## src/rtl/pixel_fb_writer.sv

```systemverilog
// rtl/pixel_fb_writer.sv - crops camera pixels into a double-buffered frame buffer and drains them over a req/ack write port
// Pipeline: input register -> address stage -> FIFO -> two-state write FSM.
module pixel_fb_writer #(
  parameter int H_RES      = 320,
  parameter int V_RES      = 240,
  parameter int ADDR_W     = 18,
  parameter int FIFO_DEPTH = 16
) (
  input  logic              clk,
  input  logic              rst_n,
  input  logic              iEn,
  input  logic [35:0]       iData,
  input  logic              iWrAck,
  output logic              oWrReq,
  output logic [ADDR_W-1:0] oWrAddr,
  output logic [15:0]       oWrData,
  output logic              oFrameDone,
  output logic              oDoneBank,
  input  logic              iClrOvf,
  output logic              oOverflow
);
  localparam logic [31:0] H_RES_U = 32'(H_RES);
  localparam logic [31:0] V_RES_U = 32'(V_RES);
  localparam logic [31:0] FRAME_U = 32'(H_RES * V_RES);
  localparam int          PW      = $clog2(FIFO_DEPTH);
  localparam int          EW      = ADDR_W + 17;

  typedef enum logic {S_IDLE, S_REQ} state_t;

  logic              in_range;
  logic              in_valid_q;
  logic [9:0]        in_x_q, in_y_q;
  logic [15:0]       in_rgb_q;
  logic              is_origin, px_last;
  logic              cur_bank_q, cur_bank_d, seen_q, seen_d;
  logic [31:0]       addr_full;
  logic              s1_valid_q;
  logic [EW-1:0]     s1_entry_q;
  logic [EW-1:0]     mem_q [FIFO_DEPTH];
  logic [PW:0]       wr_ptr_q, rd_ptr_q;
  logic              fifo_empty, fifo_full, push, drop, pop;
  logic [EW-1:0]     head;
  logic              ovf_q;
  state_t            state_q, state_d;
  logic              req_q, req_d;
  logic [ADDR_W-1:0] addr_q, addr_d;
  logic [15:0]       data_q, data_d;
  logic              last_q, last_d;
  logic              done_q, done_d;
  logic              done_bank_q, done_bank_d;

  assign in_range = iEn && (32'(iData[35:26]) < H_RES_U) && (32'(iData[25:16]) < V_RES_U);

  always_ff @(posedge clk or negedge rst_n) begin
    if (!rst_n) begin
      in_valid_q <= 1'b0;
      in_x_q     <= '0;
      in_y_q     <= '0;
      in_rgb_q   <= '0;
    end else begin
      in_valid_q <= in_range;
      if (in_range) begin
        in_x_q   <= iData[35:26];
        in_y_q   <= iData[25:16];
        in_rgb_q <= iData[15:0];
      end
    end
  end

  // The (0,0) pixel flips the bank before its own address is formed.
  always_comb begin
    is_origin  = (in_x_q == '0) && (in_y_q == '0);
    cur_bank_d = cur_bank_q;
    seen_d     = seen_q;
    if (in_valid_q && is_origin) begin
      if (seen_q) cur_bank_d = ~cur_bank_q;
      seen_d = 1'b1;
    end
    addr_full = (cur_bank_d ? FRAME_U : 32'd0) + 32'(in_y_q) * H_RES_U + 32'(in_x_q);
    px_last   = (32'(in_x_q) == H_RES_U - 32'd1) && (32'(in_y_q) == V_RES_U - 32'd1);
  end

  always_ff @(posedge clk or negedge rst_n) begin
    if (!rst_n) begin
      s1_valid_q <= 1'b0;
      s1_entry_q <= '0;
      cur_bank_q <= 1'b0;
      seen_q     <= 1'b0;
    end else begin
      s1_valid_q <= in_valid_q;
      cur_bank_q <= cur_bank_d;
      seen_q     <= seen_d;
      if (in_valid_q) s1_entry_q <= {addr_full[ADDR_W-1:0], in_rgb_q, px_last};
    end
  end

  assign fifo_empty = (wr_ptr_q == rd_ptr_q);
  assign fifo_full  = (wr_ptr_q[PW] != rd_ptr_q[PW]) && (wr_ptr_q[PW-1:0] == rd_ptr_q[PW-1:0]);
  assign push       = s1_valid_q && !fifo_full;
  assign drop       = s1_valid_q && fifo_full;
  assign head       = mem_q[rd_ptr_q[PW-1:0]];

  always_ff @(posedge clk) begin
    if (push) mem_q[wr_ptr_q[PW-1:0]] <= s1_entry_q;
  end

  always_ff @(posedge clk or negedge rst_n) begin
    if (!rst_n) begin
      wr_ptr_q <= '0;
      rd_ptr_q <= '0;
      ovf_q    <= 1'b0;
    end else begin
      if (push) wr_ptr_q <= wr_ptr_q + (PW+1)'(1);
      if (pop)  rd_ptr_q <= rd_ptr_q + (PW+1)'(1);
      if (drop)         ovf_q <= 1'b1;
      else if (iClrOvf) ovf_q <= 1'b0;
    end
  end

  always_ff @(posedge clk or negedge rst_n) begin
    if (!rst_n) begin
      state_q     <= S_IDLE;
      req_q       <= 1'b0;
      addr_q      <= '0;
      data_q      <= '0;
      last_q      <= 1'b0;
      done_q      <= 1'b0;
      done_bank_q <= 1'b0;
    end else begin
      state_q     <= state_d;
      req_q       <= req_d;
      addr_q      <= addr_d;
      data_q      <= data_d;
      last_q      <= last_d;
      done_q      <= done_d;
      done_bank_q <= done_bank_d;
    end
  end

  always_comb begin
    state_d = state_q;
    case (state_q)
      S_IDLE:  if (!fifo_empty) state_d = S_REQ;
      S_REQ:   if (iWrAck && fifo_empty) state_d = S_IDLE;
      default: state_d = S_IDLE;
    endcase
  end

  always_comb begin
    pop         = 1'b0;
    req_d       = req_q;
    addr_d      = addr_q;
    data_d      = data_q;
    last_d      = last_q;
    done_d      = 1'b0;
    done_bank_d = done_bank_q;
    case (state_q)
      S_IDLE: if (!fifo_empty) pop = 1'b1;
      S_REQ: begin
        if (iWrAck) begin
          done_d = last_q;
          if (last_q) done_bank_d = (32'(addr_q) >= FRAME_U);
          if (!fifo_empty) pop = 1'b1;
          else             req_d = 1'b0;
        end
      end
      default: ;
    endcase
    if (pop) begin
      req_d                    = 1'b1;
      {addr_d, data_d, last_d} = head;
    end
  end

  assign oWrReq     = req_q;
  assign oWrAddr    = addr_q;
  assign oWrData    = data_q;
  assign oFrameDone = done_q;
  assign oDoneBank  = done_bank_q;
  assign oOverflow  = ovf_q;

endmodule

```

## config.mk

```make
export PLATFORM = sky130hd
export DESIGN_NAME = pixel_fb_writer
export DESIGN_NICKNAME = d
export VERILOG_FILES = /design/src/rtl/pixel_fb_writer.sv
export SDC_FILE = /design/constraint.sdc
export NUM_CORES = 1
export LEC_CHECK = 0
export ABC_AREA = 1
export CORE_MARGIN = 2
export CORE_UTILIZATION = 35
export DETAILED_ROUTE_END_ITERATION = 8
export HOLD_SLACK_MARGIN = 0.15
export PLACE_DENSITY = 0.55
export SLEW_MARGIN = 10
export SYNTH_ARGS = -nofsm -noshare
export SYNTH_HDL_FRONTEND = slang
export SYNTH_SLANG_ARGS = --single-unit
```

## constraint.sdc

```tcl
create_clock -name clk -period 9.2 [get_ports clk]
set_input_delay 1.84 -clock clk [delete_from_list [all_inputs] [get_ports clk]]
set_output_delay 1.84 -clock clk [all_outputs]
set_load 0.02 [all_outputs]
```

Yosys cells after proc, flatten, opt, wreduce, memory -nomap -nowiden

Memories as Yosys holds them, arrays and structs flattened. A register that Yosys moved wholly into a read port is not among the register bits.
Cells that the tools add are included.
W data, S select, Z words.

Register bits: 90
Bits in latches: 0
Memory bits (writable): 560
Bits in read-only memories: 0
Input port bits: 41
Output and inout port bits: 38
Word-level logic and storage cells: 68
Memories: 1

Add/subtract/negate cells: 4
Multiply operators: 1
Div/mod/pow operators: 0
Magnitude comparators: 3
Eq/ne operators: 5
Shifts and indexed selects: 0
Muxes and demuxes: 18
Bitwise gates (word level): 2
Reduce and logical (&&, ||, !) cells: 19

Memories:

| name  | words | width | rd ports | clocked after memory_dff | wr ports | RTL line | source |
|---|---|---|---|---|---|---|---|
| mem_q | 16    | 35    | 1        | 1                        | 1        | 39       | `logic [EW-1:0] mem_q [FIFO_DEPTH];` |

Operators with widths:

| operator                | number |
|---|---|
| $logic_not A10 Y1       | 2 |
| $add A17 B18 Y18        | 1 |
| $add A18 B10 Y18        | 1 |
| $ge A18 B17 Y1 const B  | 1 |
| $mux W17                | 1 |
| $mux W1                 | 15 |
| $mul A10 B3 Y12 const B | 1 |
| $add A5 B1 Y5 const B   | 2 |
| $eq A10 B8 Y1 const B   | 1 |
| $eq A10 B9 Y1 const B   | 1 |
| $lt A10 B8 Y1 const B   | 1 |
| $lt A10 B9 Y1 const B   | 1 |
| $logic_and A1 B1 Y1     | 9 |
| $reduce_bool A2 Y1      | 4 |
| $reduce_and A3 Y1       | 2 |
| $eq A5 B5 Y1            | 1 |
| $eq A4 B4 Y1            | 1 |
| $pmux W1 S2             | 2 |
| $logic_not A1 Y1        | 2 |
| $not A1 Y1              | 2 |
| $ne A1 B1 Y1            | 1 |

Logic depth before layout (Yosys ltp)

Gate-level depths: netlist of run 1.

Word-level depth: 7
Depth in mapped cells: 21
Gate-level depth less buffers: 20

Worst setup path after synthesis of run 1

No wires, ideal clock.

Kind: reg2reg
From: register rd_ptr_q[1]
To: memory mem_q[11][0] (netlist name), enable pin
Setup time: 0.427 ns
Data arrival time: 2.666 ns
Data required time: 8.773 ns
Setup slack: 6.107 ns
Stages on the path, launching flop included: 10
Buffers on the path: 1
Clock period less this slack: 3.093 ns
Cells stage by stage: dfrtp_1 -> buf_6 -> xor2_1 -> a21oi_1 -> and2_4 -> nand2_1 -> nand2_1 -> inv_2 -> nand2_2 -> nor2_1

Cells in the longest elaborated chain, start to end: 6

Ends and longest elaborated chain:

| what                          | RTL line | source |
|---|---|---|
| start, declared               | 40       | `logic [PW:0] wr_ptr_q, rd_ptr_q;` |
| start signal, assigned        | 114      | `if (pop) rd_ptr_q <= rd_ptr_q + (PW+1)'(1);` |
| $eq A4 B4 Y1                  | 98       | `assign fifo_full = (wr_ptr_q[PW] != rd_ptr_q[PW]) && (wr_ptr_q[PW-1:0] == rd_ptr_q[PW-1:0]);` |
| $logic_and A1 B1 Y1           | 98       |  |
| $logic_not A1 Y1              | 99       | `assign push = s1_valid_q && !fifo_full;` |
| $logic_and A1 B1 Y1           | 99       |  |
| $mux W1                       | 104      | `if (push) mem_q[wr_ptr_q[PW-1:0]] <= s1_entry_q;` |
| $mux W1 (not written as such) | 104      |  |
| end, declared                 | 39       |  |

Every way passes these cells.

Final worst setup path of run 1

From: register rd_ptr_q[1]
To: register data_q[8], in the netlist oWrData[8], read port of mem_q

Cells in the longest elaborated chain, start to end: 4

Ends and longest elaborated chain:

| what          | RTL line | source |
|---|---|---|
| $eq A5 B5 Y1  | 97       | `assign fifo_empty = (wr_ptr_q == rd_ptr_q);` |
| $mux W1       | 158, 163 |  |
| $mux W1       | 160      | `if (iWrAck) begin` |
| $pmux W1 S2   | 157      | `case (state_q)` |
| end, declared | 47       | `logic [15:0] data_q, data_d;` |

Parallel ways exist; a longest one is shown, timed or not.
A chain may end at the register's enable or synchronous reset.

==> results of run 1 <==
through the flow:
| stage | util, % | cell area [um^2] | cells | total power [mW] | worst slack (ps) |
|---|---|---|---|---|---|
| CTS | 40.72 | 31440 | 3292 | 9.681 | 4801 |
| global placement | 37.68 | 29090 | 3157 | 6.749 | 4836 |
| global route | 40.72 | 31440 | 3292 | 10.13 | 4589 |
| finish | 40.72 | 31440 | 3292 | 9.628 | 4750 |
| floorplan | - | 27200 | 2140 | 5.783 | 6107 |
| detailed placement | 37.68 | 29090 | 3157 | 6.804 | 4813 |
final cells by class:
cell class	count	area, um^2
repair buffers	108	1032
well taps	1040	1301
clock inverters	30	302.8
clock buffers	105	2048
flip-flops and latches	685	19950
multi-input cells	1269	6594
fillers	7128	45770
inverters	55	212.7
synth_stat cells, types with 34 or more instances:
| master | number | area, um^2 |
|---|---|---|
| buf_2 | 34 | 170.2 |
| edfxtp_1 | 560 | 16820 |
| nand3_1 | 36 | 180.2 |
| o221ai_1 | 54 | 473.0 |
| nor2_1 | 351 | 1318 |
| a21oi_1 | 35 | 175.2 |
| inv_1 | 48 | 180.2 |
| o21ai_0 | 298 | 1491 |
| clkbuf_1 | 85 | 319.1 |
| nand2_1 | 263 | 987.2 |
| o22ai_1 | 86 | 538.0 |
| dfrtp_1 | 125 | 3128 |
logic make-up (layout without fill, tap and decap cells):
| group | count (synthesis) | after routing | synth area share (%) |
|---|---|---|---|
| and+or+nand+nor | 675 | 675 | 9.807 |
| DFF | 685 | 685 | 73.32 |
| xor gates and xnor gates | 21 | 21 | 0.6762 |
| buffers and inverters | 186 | 298 | 2.866 |
| AOI/OAI and AO/OA | 542 | 542 | 11.85 |
| adders and majority gates | 31 | 31 | 1.481 |
flip-flops by register name, summed over array words and instances (netlist names), 5 cells and up:
name,count
s1_entry_q,35
wr_ptr_q,5
in_rgb_q,16
mem_q,560
oWrData,16
rd_ptr_q,5
in_y_q,10
oWrAddr,18
in_x_q,10
report_power, final:
part,switching [mW],total [mW],leakage (nW),internal [mW]
combinational,1.72,2.56,3.14,0.838
sequential,0.440,4.19,6.70,3.75
clock,1.20,2.87,1.15,1.67
total,3.36,9.63,11.0,6.26
how the worst max path moves through the flow:
stage / start / endpoint / slack, ps / cells after the start
floorplan: rd_ptr_q[1]$_DFFE_PN0P_ / mem_q[11][0]$_DFFE_PP_ / 6110 / 9
global placement: rd_ptr_q[1]$_DFFE_PN0P_ / oWrData[10]$_DFFE_PN0P_ / 4840 / 7
detailed placement: rd_ptr_q[1]$_DFFE_PN0P_ / oWrData[8]$_DFFE_PN0P_ / 4810 / 7
CTS: rd_ptr_q[1]$_DFFE_PN0P_ / oWrData[8]$_DFFE_PN0P_ / 4800 / 7
global route: rd_ptr_q[1]$_DFFE_PN0P_ / oWrAddr[17]$_DFFE_PN0P_ / 4590 / 7
finish: rd_ptr_q[1]$_DFFE_PN0P_ / oWrData[8]$_DFFE_PN0P_ / 4750 / 7
metal layers:
layer | share of wire [%] | global-route usage (%)
met5 | 0.018 | 0
met4 | 2.5 | 5.250
met3 | 7.6 | 3.532
met2 | 44 | 28.54
met1 | 45 | 27.17
==> flow_summary.yaml, run 1 <==
global_route:
  grt_usage_pct: 18.67
  grt_first_pass_wirelength_um: 110700
  antenna_found_initial: 2
  grt_overflow: 0
  grt_pass1_vias: 17330
  grt_max_degree: 198
timing:
  min_period_ps: 4450
  hold_viol_final: 0
  period_share_pct: 48.37
  setup_tns_ps: 0
  rsz0062_at_grt: "false"
  timing.fmax_ghz: 0.2247
  tightest_slew_ps: 1134
  setup_violations: 0
  slew_headroom_pct: 24.41
  final_max_slew_viol_count: 0
  finClkSkew_ps: 35.03
  fin_hold_ws_ps: 470.4
final_layout:
  mostFrequentLayoutCells: "560 x edfxtp_1, 336 x nor2_1, 298 x o21ai_0, 263 x nand2_1, 122 x dfrtp_1"
  area_growth_pct: 15.60
  fin_nets: 2264
  num_antenna_cells: 0
  layout-drive-gt1-share_pct: 7.682
  final_common_cell: "edfxtp_1"
worst_setup_path:
  max_stage_delay_ps: 960
  r2r_start: "rd_ptr_q[1]$_DFFE_PN0P_"
  path_cells: "buf_4 > clkinv_2 > buf_4 > o21ai_0 > o221ai_1 > o211ai_1 > a41oi_2"
  critPathArrivalTime_ps: 4920
  ff2ff_path_depth: 7
  ff2ff_setup_slack_ps: 4750
  timing.rr.end: "oWrData[8]$_DFFE_PN0P_"
  cp_top_family: "buffers and inverters"
  critical_path.most_common_cell: "buf_4"
  cp_num_buf_inv: 3
  cpMaxStageDelayCell: "clkinv_2"
  crit_type: "reg -> reg"
  worstPathMaxFanout: 92
  start_kind: "flip-flop"
  worst_ep_required_time_ps: 9670
  endpoint_kind: "flip-flop"
placed_design:
  portBuffers: 78
  gp_congestion: 0.7619
  dp_hpwl_um: 37000
synth:
  synth_nets: 2212
  postSynthCellCount: 2140
  yosysWarnings: 0
  yosysSeqAreaShare_pct: 73.32
  syn_area_per_cell_um2: 12.71
  async_reset_ff_share_pct: 18.25
  synth_edf_count: 560
  synthFlopType: "edfxtp_1"
  ys_ff_latch: 685
  synth_cell_type_count: 48
  syn_area_um2: 27200
power:
  ir_drop_mv: 0.2252
  p_leak_nw: 10.99
  power_density_nw_per_um2: 306.2
worst_hold_path:
  hold_start: "seen_q$_DFFE_PN0N_"
  hold_path_class: "reg -> reg"
  hold_end: "seen_q$_DFFE_PN0N_"
  hold_depth: 1
floorplanning:
  die_height_um: 282.8
  die_area_um2: 79960
  initial_core_util_pct: 35.23
  chipWidth_um: 282.8
  num_io_pins: 79
  core_um2: 77210
  rows: 102
clock_network:
  cts_made_buffers: 73
  clkTransAtPathRegs_ps: 60
  htree_levels: 3
  cts_setup_buffers: 0
  clkSinkCount: 685
  cts_tree: "yes"
  clock_path_buffers: 3
  clockRootBuffer: "clkbuf_16"
  hold_buffers: 0
  clkLatencyLatePin_ps: 630
  cts-resized-gates: 0
detailed_routing:
  drt_iter0_markers: 1934
  wl_um: 73860
  dr.pass1.iters: 7
  wl_per_cell_um: 22.44
  drc_errors: 0
  routed_via_density: 5.342
  ant_nets: 0
  vias: 17590
status:
  outcome: "finished clean"
job:
  cap_violations: 0
No activity file was read; power rests on OpenSTA's default activity.
==> inputs of run 2 (changes only) <==
Clock period 9.2 ns to 4.4 ns, I/O delays scaled along.
==> run 2 against run 1 <==
Count of clock-buffer cells in the layout is 2 higher. Global-route usage is 0.51 points lower. Setup slack worse by 3500 ps. Clock skew rose by 1.5 ps. Sequential power grew 110%. Clock power up 110%. Critical path depth increased by 2. Power increased by 110%. Critical path type unchanged. Highest routed layer is now met4.
==> flow_summary.yaml, run 2 (synthesis results as in run 1) <==
status:
  outcome: "finished clean"
global_route:
  grt_overflow: 0
  grt_util_met3_pct: 3.310
  use_met2_pct: 28.96
  antenna_found_initial: 3
  grt_max_degree: 231
  grt_first_pass_wirelength_um: 107800
  grt_usage_pct: 18.16
  grt-busiest-layer: "met2"
  grt_pass1_vias: 17130
  use_met1_pct: 25.40
detailed_routing:
  ant_nets: 0
  vias: 17380
  wl_per_cell_um: 21.69
  wl_um: 71800
  drt_iter0_markers: 1534
  drc_errors: 0
  routed_via_density: 5.251
  dr.pass1.iters: 5
power:
  power_density_nw_per_um2: 640.1
  p_leak_nw: 11.09
  ir_drop_mv: 0.6054
timing:
  slew_headroom_pct: 15.96
  setup_tns_ps: 0
  tightest_slew_ps: 1261
  final_max_slew_viol_count: 0
  timing.fmax_ghz: 0.3194
  setup_violations: 0
  finClkSkew_ps: 36.49
  rsz0062_at_grt: "false"
  hold_viol_final: 0
  period_share_pct: 71.16
  min_period_ps: 3131
worst_setup_path:
  cp_top_family: "buffers and inverters"
  path_cells: "xor2_1 > nor3_1 > and2_4 > nand2_4 > nand2_8 > inv_2 > buf_4 > nor2_1 > a31oi_1"
  max_stage_delay_ps: 930
  start_kind: "flip-flop"
  cpMaxStageDelayCell: "dfrtp_2"
  worst-path-stages: 9
  crit_type: "reg -> reg"
  worstPathMaxFanout: 34
  ff2ff_path_depth: 9
  cp_num_buf_inv: 2
  critPathArrivalTime_ps: 3660
  worst_ep_required_time_ps: 4920
  endpoint_kind: "flip-flop"
clock_network:
  clkLatencyLatePin_ps: 630
  clkTransAtPathRegs_ps: 60
  cts_made_buffers: 74
  clkSinkCount: 685
  htree_levels: 3
  cts_setup_buffers: 0
  clockRootBuffer: "clkbuf_16"
  cts-resized-gates: 0
  hold_buffers: 0
  cts_tree: "yes"
  clock_path_buffers: 3
final_layout:
  largest_register_ff_count: 560
  mostFrequentLayoutCells: "560 x edfxtp_1, 336 x nor2_1, 298 x o21ai_0, 263 x nand2_1, 122 x dfrtp_1"
  fin_nets: 2280
  final_common_cell: "edfxtp_1"
  num_antenna_cells: 0
  final_cells: 3310
  layout-drive-gt1-share_pct: 8.326
  fillers: 7101
  ff_latch_area_um2: 19950
  area_growth_pct: 16.22
  multi_input_area_um2: 6594
  final_area_um2: 31610
floorplanning:
  core_um2: 77210
  chipWidth_um: 282.8
  rows: 102
  num_io_pins: 79
  die_area_um2: 79960
  initial_core_util_pct: 35.23
  die_height_um: 282.8
placed_design:
  portBuffers: 78
  dp_cells: 3172
  gp_congestion: 0.7767
  place_area_um2: 29220
  dp_hpwl_um: 38620
job:
  cap_violations: 0
worst_hold_path:
  hold_path_class: "in -> async"
[run 2: final cells by class]
| class | instances | area share (%) |
|---|---|---|
| inverters | 55 | 0.6729 |
| multi-input cells | 1269 | 20.86 |
| well taps | 1040 | 4.116 |
| clock inverters | 31 | 0.9024 |
| repair buffers | 123 | 3.661 |
| flip-flops and latches | 685 | 63.12 |
| clock buffers | 107 | 6.669 |
[run 2: power by group]
part / switching, mW / internal [mW] / total, mW
Combinational: 3.57 / 1.77 / 5.34
Sequential: 0.949 / 7.85 / 8.79
Clock: 2.53 / 3.58 / 6.11
Total: 7.04 / 13.2 / 20.2
[run 2: worst register-to-register path, stage by stage, from the launching register on]
cell,delay (ps)
dfrtp_2,930
xor2_1,220
nor3_1,70
and2_4,160
nand2_4,80
nand2_8,210
inv_2,780
buf_4,380
nor2_1,70
a31oi_1,150
[run 2: layer usage]
metal | part of all wire [%] | wire length [um]
met2 | 46 | 33240
met3 | 6.6 | 4770
met1 | 45 | 32320
met4 | 2.1 | 1472
met5 | 0 | 0
[run 2: worst paths after layout]
path / start / endpoint / slack (ps)
min in group clk: seen_q$_DFFE_PN0N_ / seen_q$_DFFE_PN0N_ / 470
max: rd_ptr_q[2]$_DFFE_PN0P_ / oWrAddr[3]$_DFFE_PN0P_ / 1270
max reg2reg: rd_ptr_q[2]$_DFFE_PN0P_ / oWrAddr[3]$_DFFE_PN0P_ / 1270
min reg2reg: seen_q$_DFFE_PN0N_ / seen_q$_DFFE_PN0N_ / 470
max in group asynchronous: rst_n / rd_ptr_q[0]$_DFFE_PN0P_ / 3110
min: rst_n / in_rgb_q[14]$_DFFE_PN0P_ / 270
[run 2: metrics by stage]
step / hold WS [ps] / setup slack (ps) / total power, mW / utilization (%)
final: 270.9 / 1269 / 20.24 / 40.94
after CTS: 317.9 / 1258 / 20.37 / 40.94
after floorplan: 348.7 / 1307 / 12.09 / -
after detailed placement: 455.9 / 1130 / 14.25 / 37.84
after global placement: 452.7 / 1145 / 14.09 / 37.84
after global routing: 362.0 / 1052 / 21.28 / 40.94
==> inputs of run 3 (changes only) <==
Settings changed: PLACE_DENSITY 0.55 to 0.57.
Clock period 4.4 ns to 2.78 ns, I/O delays scaled along.
==> run 3 against run 2 <==
The flow now finishes with violations (setup timing). Critical path depth grew 8. Hold slack better by 170 ps. Global-route usage fell by 0.23 points. Sequential share of layout area fell by 1.3 points. Via count grew 0.48%. Core utilization increased by 0.90 points. Combinational power increased by 69%. Count of clock-buffer cells in the layout rose by 4. Non-clock buffer count increased by 32. Die area unchanged.
==> flow_summary.yaml, run 3 (synthesis results as in run 1) <==
status:
  outcome: "finished, violations left"
  violations: "setup timing"
power:
  power_density_nw_per_um2: 1016
  p_leak_nw: 11.38
  ir_drop_mv: 0.9812
worst_setup_path:
  critPathArrivalTime_ps: 3320
  critical_path.most_common_cell: "buf_4"
  start_kind: "flip-flop"
  timing.rr.end: "s1_entry_q[30]$_DFFE_PN0P_"
  cpMaxStageDelayCell: "fa_2"
  max_stage_delay_ps: 520
  endpoint_kind: "flip-flop"
  ff2ff_path_depth: 17
  r2r_start: "in_y_q[1]$_DFFE_PN0P_"
  worst_ep_required_time_ps: 3320
  worstPathMaxFanout: 5
  ff2ff_setup_slack_ps: -6
  crit_type: "reg -> reg"
  path_cells: "ha_1 > ha_2 > inv_2 > fa_2 > inv_2 > ha_4 > nand2_2 > nor2_1 > nand2_1 > nand3_2 > nand3_2 > nand2_2 > buf_4 > buf_4 > buf_4 > nand2_1 > a31oi_1"
timing:
  period_share_pct: 100.2
  min_period_ps: 2786
  finClkSkew_ps: 20.42
  finalWorstSetupSlack_ps: -5.899
  hold_viol_final: 0
  final_max_slew_viol_count: 0
  setup_violations: 1
  slew_headroom_pct: 35.77
  rsz0062_at_grt: "true"
  timing.fmax_ghz: 0.3590
  tightest_slew_ps: 963.4
floorplanning:
  die_height_um: 282.8
  num_io_pins: 79
  rows: 102
  initial_core_util_pct: 35.23
  core_um2: 77210
  die_area_um2: 79960
  chipWidth_um: 282.8
detailed_routing:
  dr.pass1.iters: 5
  routed_via_density: 5.226
  wl_um: 70980
  wl_per_cell_um: 21.24
  drt_iter0_markers: 1625
  drc_errors: 0
  vias: 17470
  ant_nets: 0
clock_network:
  clock_path_buffers: 3
  cts_tree: "yes"
  clockRootBuffer: "clkbuf_16"
  cts_made_buffers: 75
  clkSinkCount: 685
  clkLatencyLatePin_ps: 620
  clkTransAtPathRegs_ps: 60
  htree_levels: 3
placed_design:
  dp_cells: 3194
  place_area_um2: 29590
  portBuffers: 78
  dp_hpwl_um: 38520
  gp_congestion: 0.7913
final_layout:
  fin_util_pct: 41.84
  final_common_cell: "edfxtp_1"
  final_cells: 3342
  mostFrequentLayoutCells: "560 x edfxtp_1, 335 x nor2_1, 296 x o21ai_0, 258 x nand2_1, 118 x dfrtp_1"
  final_area_um2: 32310
  layout-drive-gt1-share_pct: 11.08
  fin_nets: 2313
  area_growth_pct: 18.78
  fillers: 7078
  num_antenna_cells: 0
  largest_register_ff_count: 560
global_route:
  grt_overflow: 0
  grt_max_degree: 204
  grt_pass1_vias: 17160
  grt_usage_pct: 17.94
  antenna_found_initial: 3
  grt_first_pass_wirelength_um: 107300
worst_hold_path:
  hold_path_class: "in -> async"
job:
  cap_violations: 0
==> run 3: metal layers <==
layer  share of wire [%]  track usage, %  vias to the layer above
met5              0.0099               0                        -
met2                  46           28.37                      596
met3                 6.5           3.022                      115
met1                  45           25.43                     8725
met4                 2.2           5.305                        2
li1                    -               -                     8027
==> run 3: worst max-delay path: cells and delay by family, from the launching register on <==
kind / cells / cell delay [ps]
adder cells (fa/ha/maj): 4 / 1280
AND/OR/NAND/NOR: 7 / 550
flip-flops: 1 / 380
buffers and inverters: 5 / 370
AO/OA/AOI/OAI: 1 / 110
==> run 3: what timing repair did <==
| action | in CTS | in global routing |
|---|---|---|
| setup buffers | 3 | 6 |
| hold endpoints to repair | 38 | 0 |
| resized for setup | 7 | 25 |
| pin swaps | 9 | 15 |
| hold buffers | 1 | 0 |
| setup endpoints to repair | 4 | 6 |
==> run 3: worst max-delay path by stage <==
| stage | startpoint | end | slack (ps) | cells past startpoint |
|---|---|---|---|---|
| 6_report | in_y_q[1]$_DFFE_PN0P_ | s1_entry_q[30]$_DFFE_PN0P_ | -6 | 17 |
| 5_1_grt | in_y_q[5]$_DFFE_PN0P_ | s1_entry_q[34]$_DFFE_PN0P_ | -110 | 19 |
| 4_1_cts | in_y_q[3]$_DFFE_PN0P_ | s1_entry_q[31]$_DFFE_PN0P_ | 0.1 | 14 |
| 3_5_place_dp | in_x_q[9]$_DFFE_PN0P_ | s1_entry_q[31]$_DFFE_PN0P_ | -130 | 13 |
| 3_3_place_gp | in_y_q[1]$_DFFE_PN0P_ | s1_entry_q[34]$_DFFE_PN0P_ | -90 | 19 |
| 2_1_floorplan | rd_ptr_q[1]$_DFFE_PN0P_ | mem_q[11][0]$_DFFE_PP_ | -310 | 9 |
==> run 3: power by group <==
| group | total, mW | internal (mW) | switching [mW] |
|---|---|---|---|
| clock network | 10.1 | 6.07 | 4.01 |
| logic | 9.03 | 3.09 | 5.94 |
| registers | 13.7 | 12.4 | 1.29 |
| total | 32.8 | 21.6 | 11.2 |
==> run 3: final cells by class <==
cell class / count / area (um^2) / area share [%]
sequential: 685 / 19960 / 61.78
multi-input combinational: 1269 / 6750 / 20.89
clock buffer: 111 / 2165 / 6.700
timing repair buffer: 155 / 1575 / 4.876
tap: 1040 / 1301 / 4.028
clock inverter: 27 / 345.3 / 1.069
inverter: 55 / 212.7 / 0.6584
==> run 3: through the flow <==
stage / total power, mW / hold WS (ps) / worst slack, ps / setup TNS (ps)
finish: 32.84 / 436.4 / -5.899 / -5.899
global route: 34.49 / 468.0 / -114.1 / -351.6
CTS: 32.92 / 442.0 / 0.1052 / 0
detailed placement: 22.80 / 461.5 / -126.1 / -348.3
global placement: 22.61 / 462.1 / -89.94 / -116.6
floorplan: 19.16 / 260.4 / -313.0 / -159560
